File: config.mk
export PLATFORM = sky130hd
export DESIGN_NAME = pc_redirect_ctrl_flat
export DESIGN_NICKNAME = d
export VERILOG_FILES = /design/src/rtl/pc_redirect_ctrl_if.sv /design/src/rtl/pc_redirect_ctrl.sv /design/src/flat_wrapper.sv
export SDC_FILE = /design/constraint.sdc
export NUM_CORES = 1
export LEC_CHECK = 0
export CORE_MARGIN = 2
export CORE_UTILIZATION = 30
export DETAILED_ROUTE_END_ITERATION = 6
export SKIP_LAST_GASP = 1
export SLEW_MARGIN = 10
export SYNTH_ARGS = -nofsm -noshare
export SYNTH_HDL_FRONTEND = slang
export SYNTH_SLANG_ARGS = --single-unit
File: constraint.sdc
create_clock -name CLK -period 2.4 [get_ports CLK]
set_input_delay 0.24 -clock CLK [delete_from_list [all_inputs] [get_ports CLK]]
set_output_delay 0.24 -clock CLK [all_outputs]
set_load 0.02 [all_outputs]
File: src/rtl/pc_redirect_ctrl_if.sv
// Bundle of EX-stage control-flow inputs and redirect outputs for pc_redirect_ctrl.
// REDIR_CNT exists only when PC_REDIRECT_STATS_EN is defined.
interface pc_redirect_ctrl_if;
    logic        EN;
    logic        VALID_EX;
    logic [31:0] PC_EX;
    logic        IS_BR;
    logic        BR_TAKEN;
    logic        IS_J;
    logic        IS_JR;
    logic [15:0] IMM_EX;
    logic [25:0] JIDX_EX;
    logic [31:0] RS_VAL;
    logic [1:0]  PC_Sel;
    logic [31:0] PC_Branch;
    logic [31:0] PC_JAL;
    logic [31:0] JR;
    logic        flush;
    logic        squash;
    logic        busy;
`ifdef PC_REDIRECT_STATS_EN
    logic [31:0] REDIR_CNT;
`endif

    modport master (
        output EN, VALID_EX, PC_EX, IS_BR, BR_TAKEN, IS_J, IS_JR, IMM_EX, JIDX_EX, RS_VAL,
        input  PC_Sel, PC_Branch, PC_JAL, JR, flush, squash, busy
`ifdef PC_REDIRECT_STATS_EN
        , input REDIR_CNT
`endif
    );

    modport slave (
        input  EN, VALID_EX, PC_EX, IS_BR, BR_TAKEN, IS_J, IS_JR, IMM_EX, JIDX_EX, RS_VAL,
        output PC_Sel, PC_Branch, PC_JAL, JR, flush, squash, busy
`ifdef PC_REDIRECT_STATS_EN
        , output REDIR_CNT
`endif
    );
endinterface

File: src/rtl/pc_redirect_ctrl.sv
// PC redirect controller: latches branch/jump targets, pulses flush, then squashes wrong-path fetches.
// Optional redirect counter enabled by defining PC_REDIRECT_STATS_EN.
module pc_redirect_ctrl #(
    parameter int unsigned SQUASH_CYCLES = 3
) (
    input  logic              CLK,
    input  logic              RST_N,
    pc_redirect_ctrl_if.slave bus
);

    typedef enum logic [1:0] {
        IDLE,
        REDIRECT,
        SQUASH
    } state_t;

    localparam logic [2:0] CNT_INIT = 3'(SQUASH_CYCLES);

    state_t      state_r, state_nx;
    logic [2:0]  cnt_r, cnt_nx;
    logic [1:0]  sel_r, sel_req;
    logic [31:0] br_tgt_r, jal_tgt_r, jr_tgt_r;
    logic [31:0] pc_plus4;
    logic [31:0] br_off;
    logic        req;
    logic        load;

    assign pc_plus4 = bus.PC_EX + 32'd4;
    assign br_off   = {{14{bus.IMM_EX[15]}}, bus.IMM_EX, 2'b00};
    assign req      = bus.VALID_EX & bus.EN &
                      (bus.IS_JR | bus.IS_J | (bus.IS_BR & bus.BR_TAKEN));

    // Register jump wins over direct jump, which wins over branch
    always_comb begin
        sel_req = 2'b01;
        if (bus.IS_JR)
            sel_req = 2'b00;
        else if (bus.IS_J)
            sel_req = 2'b11;
    end

    always_comb begin
        state_nx = state_r;
        cnt_nx   = cnt_r;
        load     = 1'b0;
        case (state_r)
            IDLE: begin
                if (req) begin
                    state_nx = REDIRECT;
                    load     = 1'b1;
                end
            end
            REDIRECT: begin
                if (bus.EN) begin
                    state_nx = SQUASH;
                    cnt_nx   = CNT_INIT;
                end
            end
            SQUASH: begin
                if (bus.EN) begin
                    if (cnt_r == 3'd1) begin
                        state_nx = IDLE;
                        cnt_nx   = 3'd0;
                    end else begin
                        cnt_nx = cnt_r - 3'd1;
                    end
                end
            end
            default: begin
                state_nx = IDLE;
                cnt_nx   = 3'd0;
            end
        endcase
    end

    always_ff @(posedge CLK or negedge RST_N) begin
        if (!RST_N) begin
            state_r <= IDLE;
            cnt_r   <= 3'd0;
        end else begin
            state_r <= state_nx;
            cnt_r   <= cnt_nx;
        end
    end

    // Targets only change on an accepted request so they stay stable through stalls
    always_ff @(posedge CLK or negedge RST_N) begin
        if (!RST_N) begin
            sel_r     <= 2'b10;
            br_tgt_r  <= 32'd0;
            jal_tgt_r <= 32'd0;
            jr_tgt_r  <= 32'd0;
        end else if (load) begin
            sel_r     <= sel_req;
            br_tgt_r  <= pc_plus4 + br_off;
            jal_tgt_r <= {pc_plus4[31:28], bus.JIDX_EX, 2'b00};
            jr_tgt_r  <= bus.RS_VAL;
        end
    end

    assign bus.PC_Sel    = (state_r == REDIRECT) ? sel_r : 2'b10;
    assign bus.flush     = (state_r == REDIRECT);
    assign bus.squash    = (state_r == SQUASH);
    assign bus.busy      = (state_r != IDLE);
    assign bus.PC_Branch = br_tgt_r;
    assign bus.PC_JAL    = jal_tgt_r;
    assign bus.JR        = jr_tgt_r;

`ifdef PC_REDIRECT_STATS_EN
    logic [31:0] redir_cnt_r;

    always_ff @(posedge CLK or negedge RST_N) begin
        if (!RST_N)
            redir_cnt_r <= 32'd0;
        else if (load)
            redir_cnt_r <= redir_cnt_r + 32'd1;
    end

    assign bus.REDIR_CNT = redir_cnt_r;
`endif

endmodule
File: src/flat_wrapper.sv
// flat-port wrapper written by rule: the top's interface ports become plain ports
module pc_redirect_ctrl_flat 
#(
    parameter int unsigned SQUASH_CYCLES = 3
)
  (CLK, RST_N, bus_EN, bus_VALID_EX, bus_PC_EX, bus_IS_BR, bus_BR_TAKEN, bus_IS_J, bus_IS_JR, bus_IMM_EX, bus_JIDX_EX, bus_RS_VAL, bus_PC_Sel, bus_PC_Branch, bus_PC_JAL, bus_JR, bus_flush, bus_squash, bus_busy);
  pc_redirect_ctrl_if bus_i ();
  input  logic CLK;
  input  logic RST_N;
  input wire logic [$bits(bus_i.EN)-1:0] bus_EN;
  input wire logic [$bits(bus_i.VALID_EX)-1:0] bus_VALID_EX;
  input wire logic [$bits(bus_i.PC_EX)-1:0] bus_PC_EX;
  input wire logic [$bits(bus_i.IS_BR)-1:0] bus_IS_BR;
  input wire logic [$bits(bus_i.BR_TAKEN)-1:0] bus_BR_TAKEN;
  input wire logic [$bits(bus_i.IS_J)-1:0] bus_IS_J;
  input wire logic [$bits(bus_i.IS_JR)-1:0] bus_IS_JR;
  input wire logic [$bits(bus_i.IMM_EX)-1:0] bus_IMM_EX;
  input wire logic [$bits(bus_i.JIDX_EX)-1:0] bus_JIDX_EX;
  input wire logic [$bits(bus_i.RS_VAL)-1:0] bus_RS_VAL;
  output wire logic [$bits(bus_i.PC_Sel)-1:0] bus_PC_Sel;
  output wire logic [$bits(bus_i.PC_Branch)-1:0] bus_PC_Branch;
  output wire logic [$bits(bus_i.PC_JAL)-1:0] bus_PC_JAL;
  output wire logic [$bits(bus_i.JR)-1:0] bus_JR;
  output wire logic [$bits(bus_i.flush)-1:0] bus_flush;
  output wire logic [$bits(bus_i.squash)-1:0] bus_squash;
  output wire logic [$bits(bus_i.busy)-1:0] bus_busy;
  assign bus_i.EN = bus_EN;
  assign bus_i.VALID_EX = bus_VALID_EX;
  assign bus_i.PC_EX = bus_PC_EX;
  assign bus_i.IS_BR = bus_IS_BR;
  assign bus_i.BR_TAKEN = bus_BR_TAKEN;
  assign bus_i.IS_J = bus_IS_J;
  assign bus_i.IS_JR = bus_IS_JR;
  assign bus_i.IMM_EX = bus_IMM_EX;
  assign bus_i.JIDX_EX = bus_JIDX_EX;
  assign bus_i.RS_VAL = bus_RS_VAL;
  assign bus_PC_Sel = bus_i.PC_Sel;
  assign bus_PC_Branch = bus_i.PC_Branch;
  assign bus_PC_JAL = bus_i.PC_JAL;
  assign bus_JR = bus_i.JR;
  assign bus_flush = bus_i.flush;
  assign bus_squash = bus_i.squash;
  assign bus_busy = bus_i.busy;
  pc_redirect_ctrl #(.SQUASH_CYCLES(SQUASH_CYCLES)) u_core (.CLK(CLK), .RST_N(RST_N), .bus(bus_i));
endmodule
After elaboration in Yosys (flattened, before gate mapping)
Index checks and enable logic that the tools add are counted.
{ "word_totals": {"regBits": 101, "output_inout_bits": 101, "inputBits": 114, "wordCells": 40} }
{ "op_classes": {"n_bitwise": 6, "addsub": 3, "n_mux": 14, "n_reduce_logical": 4, "n_eq_ne": 7} }
{ "ops": {"columns": ["cell", "n"], "rows": [
  ["32-bit by 3-bit adder with 32-bit output (second input constant)", 1],
  ["32-bit adder", 1],
  ["2-bit 2-to-1 mux", 7],
  ["3-bit 2-to-1 mux", 3],
  ["3-bit case mux with 3 select lines", 1],
  ["2-bit case mux with 3 select lines", 1],
  ["2-bit by 1-bit inequality test with 1-bit output (second input constant)", 2],
  ["2-bit inequality test (second input constant)", 2],
  ["4-bit AND reduction", 1],
  ["1-bit AND", 3],
  ["3-bit by 1-bit equality test with 1-bit output (second input constant)", 1],
  ["3-bit AND reduction", 1],
  ["3-bit by 1-bit subtractor with 3-bit output (second input constant)", 1],
  ["2-bit by 1-bit equality test with 1-bit output (second input constant)", 1],
  ["2-bit equality test (second input constant)", 1],
  ["2-bit logical NOT", 1],
  ["1-bit 2-to-1 mux", 2],
  ["1-bit bitwise OR", 2],
  ["2-bit nonzero test", 1],
  ["1-bit NOT", 1]
]} }

Depth between registers and ports, before layout
{ "depth": {"ltp_word": 5, "ltp_mapped": 15, "ltp_nobuf": 14} }

Worst setup path after synthesis
No wires, ideal clock.
{ "synth_path": {"kind": "input-to-reg", "startpoint": "input port bus_PC_EX[8]", "endpoint": "register u_core.br_tgt_r[30] (netlist: u_core.bus.PC_Branch[30])", "setup_slack_ns": -0.985, "required_ns": 2.262, "setup_time_ns": 0.138, "stages": 14, "n_path_buf": 0, "arrival_time_ns": 3.247, "path_cell_list": "nand4_1 or4_4 or2_4 inv_1 nand3_1 xnor2_1 ha_1 a21o_1 a21o_1 a221o_1 a221o_1 a41oi_1 mux2i_1 o211ai_1"} }
{ "synth_via": {"elab_chain_cells": 2} }
{ "synth_lines": {"columns": ["item", "line", "text"], "rows": [
  ["start: declaration", "flat_wrapper.sv:12", "input wire logic [$bits(bus_i.PC_EX)-1:0] bus_PC_EX;"],
  ["32-bit by 3-bit adder with 32-bit output", "pc_redirect_ctrl.sv:28", "assign pc_plus4 = bus.PC_EX + 32'd4;"],
  ["32-bit adder", "pc_redirect_ctrl.sv:95", "br_tgt_r <= pc_plus4 + br_off;"],
  ["end signal: assignment", "pc_redirect_ctrl.sv:95", null],
  ["end: declaration", "pc_redirect_ctrl.sv:22", "logic [31:0] br_tgt_r, jal_tgt_r, jr_tgt_r;"]
]} }
No other way between the ends.
A chain may end at the register's enable or synchronous reset.

Final worst setup path
{ "layout_path": {"startpoint": "input port bus_PC_EX[3]", "endpoint": "register u_core.br_tgt_r[30] (netlist: u_core.bus.PC_Branch[30])"} }
The elaborated chain is that of the path after synthesis.

==> qor.yml <==
status:
  status: "complete, but fails checks"
  violations: "negative setup slack"
global_routing:
  overflow: 0
  grt_pass1_wl_mm: 32.6
  grt_max_degree: 65
  grt_pass1_vias: 6504
  grt_use_total_pct: 18.5
  antenna_found_initial: 0
sta:
  tightest_slew_ns: 0.501
  rsz0062_at_grt: "true"
  finalMaxSlewViolations: 0
  skew_ns: 0.0164
  fin_ws_ns: -0.635
  slew_headroom_pct: 66.6
  hold_viol_final: 0
  timing.final.crit_share_pct: 126
  setup_violations: 18
  setup-tns-final_ns: -5.26
  period_minus_slack_ns: 3.03
  fmax_mhz: 329
placement:
  dpl.cell_count: 1360
  portBuffers: 212
  gp_congestion: 0.877
  dp_hpwl_mm: 15.3
  dp_slack_ns: -1.50
final_layout:
  multi_input_area_um2: 4120
  finalNonFillerCells: 1414
  final_core_util_pct: 55.0
  area_growth_pct: 80.4
  seqCellArea_um2: 2530
  layout-drive-gt1-share_pct: 29.7
  antennaDiodeCount: 0
  nets: 1297
  n_fill_cell: 1841
drt:
  ant_nets: 0
  drt_iter0_markers: 245
  drt-pass1-iter-count: 4
  wire_per_inst_um: 14.6
  drc_errors: 0
  vias_per_cell: 4.61
  routed_wl_mm: 20.7
  num_vias: 6523
yosys:
  ys_warn_count: 0
  synth-seq-cells: 101
  syn-mean-instance-area_um2: 8.20
  yosysSeqAreaShare_pct: 41.1
  yosys-top-cells-area: "dfrtp_1 (41%), nand2_1 (16%), ha_1 (8.5%)"
  synth-edff-count: 0
  netlist_instances: 750
  yosysTopAreaCell: "dfrtp_1"
  synth_cell_types: 61
  async_reset_ff_share_pct: 100
  netlist.area_leader.share_pct: 40.7
  ys.flop_type: "dfrtp_1"
  syn_area_um2: 6150
worst_setup_path:
  max_stage_delay_ns: 0.53
  cp-start-kind: "input pin"
  arrival_ns: 3.26
  cp-end-kind: "flip-flop"
  slowest_stage: "or4_4"
  crit_chain: "buf_8 -> nand2_4 -> or4_4 -> or2_4 -> inv_4 -> nand3_2 -> xnor2_1 -> ha_1 -> a21o_1 -> a21o_1 -> a221o_1 -> a221o_1 -> a41oi_2 -> mux2i_1 -> o211ai_1"
  crit_required_ns: 2.62
  critical_path_class: "input pin to flip-flop"
  worstPathMaxFanout: 3
cts:
  cts_buffer_depth: 2
  clock-sinks: 101
  clock_latency_ns: 0.36
  cts_buffers: 9
  cts-root-buf: "clkbuf_16"
  cts-htree-levels: 3
  cts_tree: "yes"
  clk_pin_slew_ns: 0.08
die:
  die_h_um: 147
  start_util_pct: 30.5
  core_area_um2: 20200
  dieArea_um2: 21700
  core.rowCount: 52
  ioPinCount: 215
  fp.dieW_um: 147
pwr:
  seqPwrFrac_pct: 30.5
  p_sw_mw: 3.80
  switching_share_pct: 39.5
  ir_drop_mv: 0.360
  combPwrFrac_pct: 53.7
  p_leak_nw: 5.19
  p_per_area_nw_per_um2: 866
  power.share.clock_pct: 15.8
  intPower_mw: 5.81
hold_path:
  min_path_type: "input pin to asynchronous set/reset pin"
flow_run:
  drv_cap: 0
-- synth_stat cells, types with 3 or more instances --
cell type,number
nand4_1,14
a211oi_1,3
o21bai_1,4
a21o_1,10
and3_1,10
inv_1,20
nand2b_1,4
xnor2_1,29
nor3_1,9
a31oi_1,3
xor2_1,19
a21oi_1,38
o21ai_0,48
nand2_1,258
o211ai_1,5
clkbuf_1,25
ha_1,42
dfrtp_1,100
nand3_1,24
nor2_1,34
-- power by group through the flow --
stage | clock network, mW | registers, mW | logic, mW
6_report | 1.52 | 2.93 | 5.16
5_1_grt | 1.62 | 3.04 | 5.57
4_1_cts | 1.57 | 2.94 | 5.04
3_5_place_dp | 0 | 2.97 | 4.93
3_3_place_gp | 0 | 2.93 | 4.89
2_1_floorplan | 0 | 3.87 | 1.40
-- cells by family after synthesis --
logic type | Yosys count | share of synthesized area [%]
AND/OR/NAND/NOR | 370 | 25.7
AO/OA/AOI/OAI | 134 | 13.1
flip-flops | 101 | 41.1
XOR/XNOR | 49 | 7.24
buffers and inverters | 49 | 3.36
adder cells (fa/ha/maj) | 43 | 8.87
multiplexers | 3 | 0.508
other | 1 | 0.0610
-- cell usage in the layout, fill, tap and decap left out, drive strengths merged, types with 2 or more instances in the layout --
master         instances
nand2                258
buf                  206
clkdlybuf4s50        195
dfrtp                100
o21ai                 49
ha                    42
a21oi                 38
nor2                  34
xnor2                 29
nand3                 25
inv                   22
xor2                  19
nand4                 14
and3                  12
a21o                  10
clkbuf                 9
nor3                   9
o211ai                 6
nand2b                 4
o21bai                 4
dlygate4sd2            3
or4                    3
a211oi                 3
clkinv                 3
a31oi                  3
or2                    2
o22ai                  2
a211o                  2
o21a                   2
o31ai                  2
nor2b                  2
nor4                   2
a221o                  2
mux2i                  2
conb                   2
dlymetal6s2s           2
-- worst max-delay path, delay by kind of cell --
family	cells	cell delay [ns]
simple gates	4	0.91
compound gates	6	1.31
xor+xnor	1	0.13
buf+inv	2	0.15
mux	1	0.21
fa+ha+maj	1	0.31
-- registers in the layout (all words and copies together), names as in the netlist --
register / count
u_core.cnt_r: 3
u_core.bus.PC_JAL: 30
u_core.bus.JR: 32
u_core.bus.PC_Branch: 32
u_core.sel_r: 2
u_core.state_r: 2
-- cell type report --
type	count	area share, %
Timing Repair Buffer	407	33.6
Clock inverter	6	0.733
Tap cell	270	3.04
Clock buffer	9	2.03
Multi-Input combinational cell	601	37.1
Inverter	20	0.721
Sequential cell	101	22.8
-- metrics by stage --
stage | hold slack (ns) | area [µm²] | power [mW]
2_1_floorplan | -0.0556 | 6250 | 5.27
3_3_place_gp | 0.240 | 9790 | 7.83
5_1_grt | 0.401 | 11100 | 10.2
6_report | 0.396 | 11100 | 9.61
4_1_cts | 0.392 | 10500 | 9.54
3_5_place_dp | 0.244 | 9790 | 7.90
-- metal layers --
layer	part of all wire [%]	wire, µm	track usage, %	vias to the layer above
met4	2.0	418	5.29	0
met1	43	8870	23.3	3053
met5	0	0	0	-
met2	51	10500	32.4	136
li1	-	-	-	3307
met3	4.3	896	3.54	27
-- worst paths after layout --
path / from / endpoint / slack, ns / cells past startpoint
max: bus_PC_EX[3] / u_core.bus.PC_Branch[30] / -0.63 / 15
min: RST_N / u_core.bus.JR[18] / 0.40 / 2
max reg2reg: u_core.state_r[1] / u_core.bus.PC_Branch[4] / 0.49 / 8
min reg2reg: u_core.bus.PC_JAL[18] / u_core.bus.PC_JAL[18] / 0.47 / 2
max in group asynchronous: RST_N / u_core.sel_r[1] / 1.35 / 3
min in group CLK: bus_JIDX_EX[17] / u_core.bus.PC_JAL[19] / 0.40 / 3
-- repair_timing --
item                                    CTS  global route
hold buffers                              1             0
endpoints found under the hold margin    32             0
setup buffers                            15            26
pin swaps                                42            81
endpoints found under the setup margin   24            21
gates resized for setup                 119           105
Power figures use the tool's default switching activity.
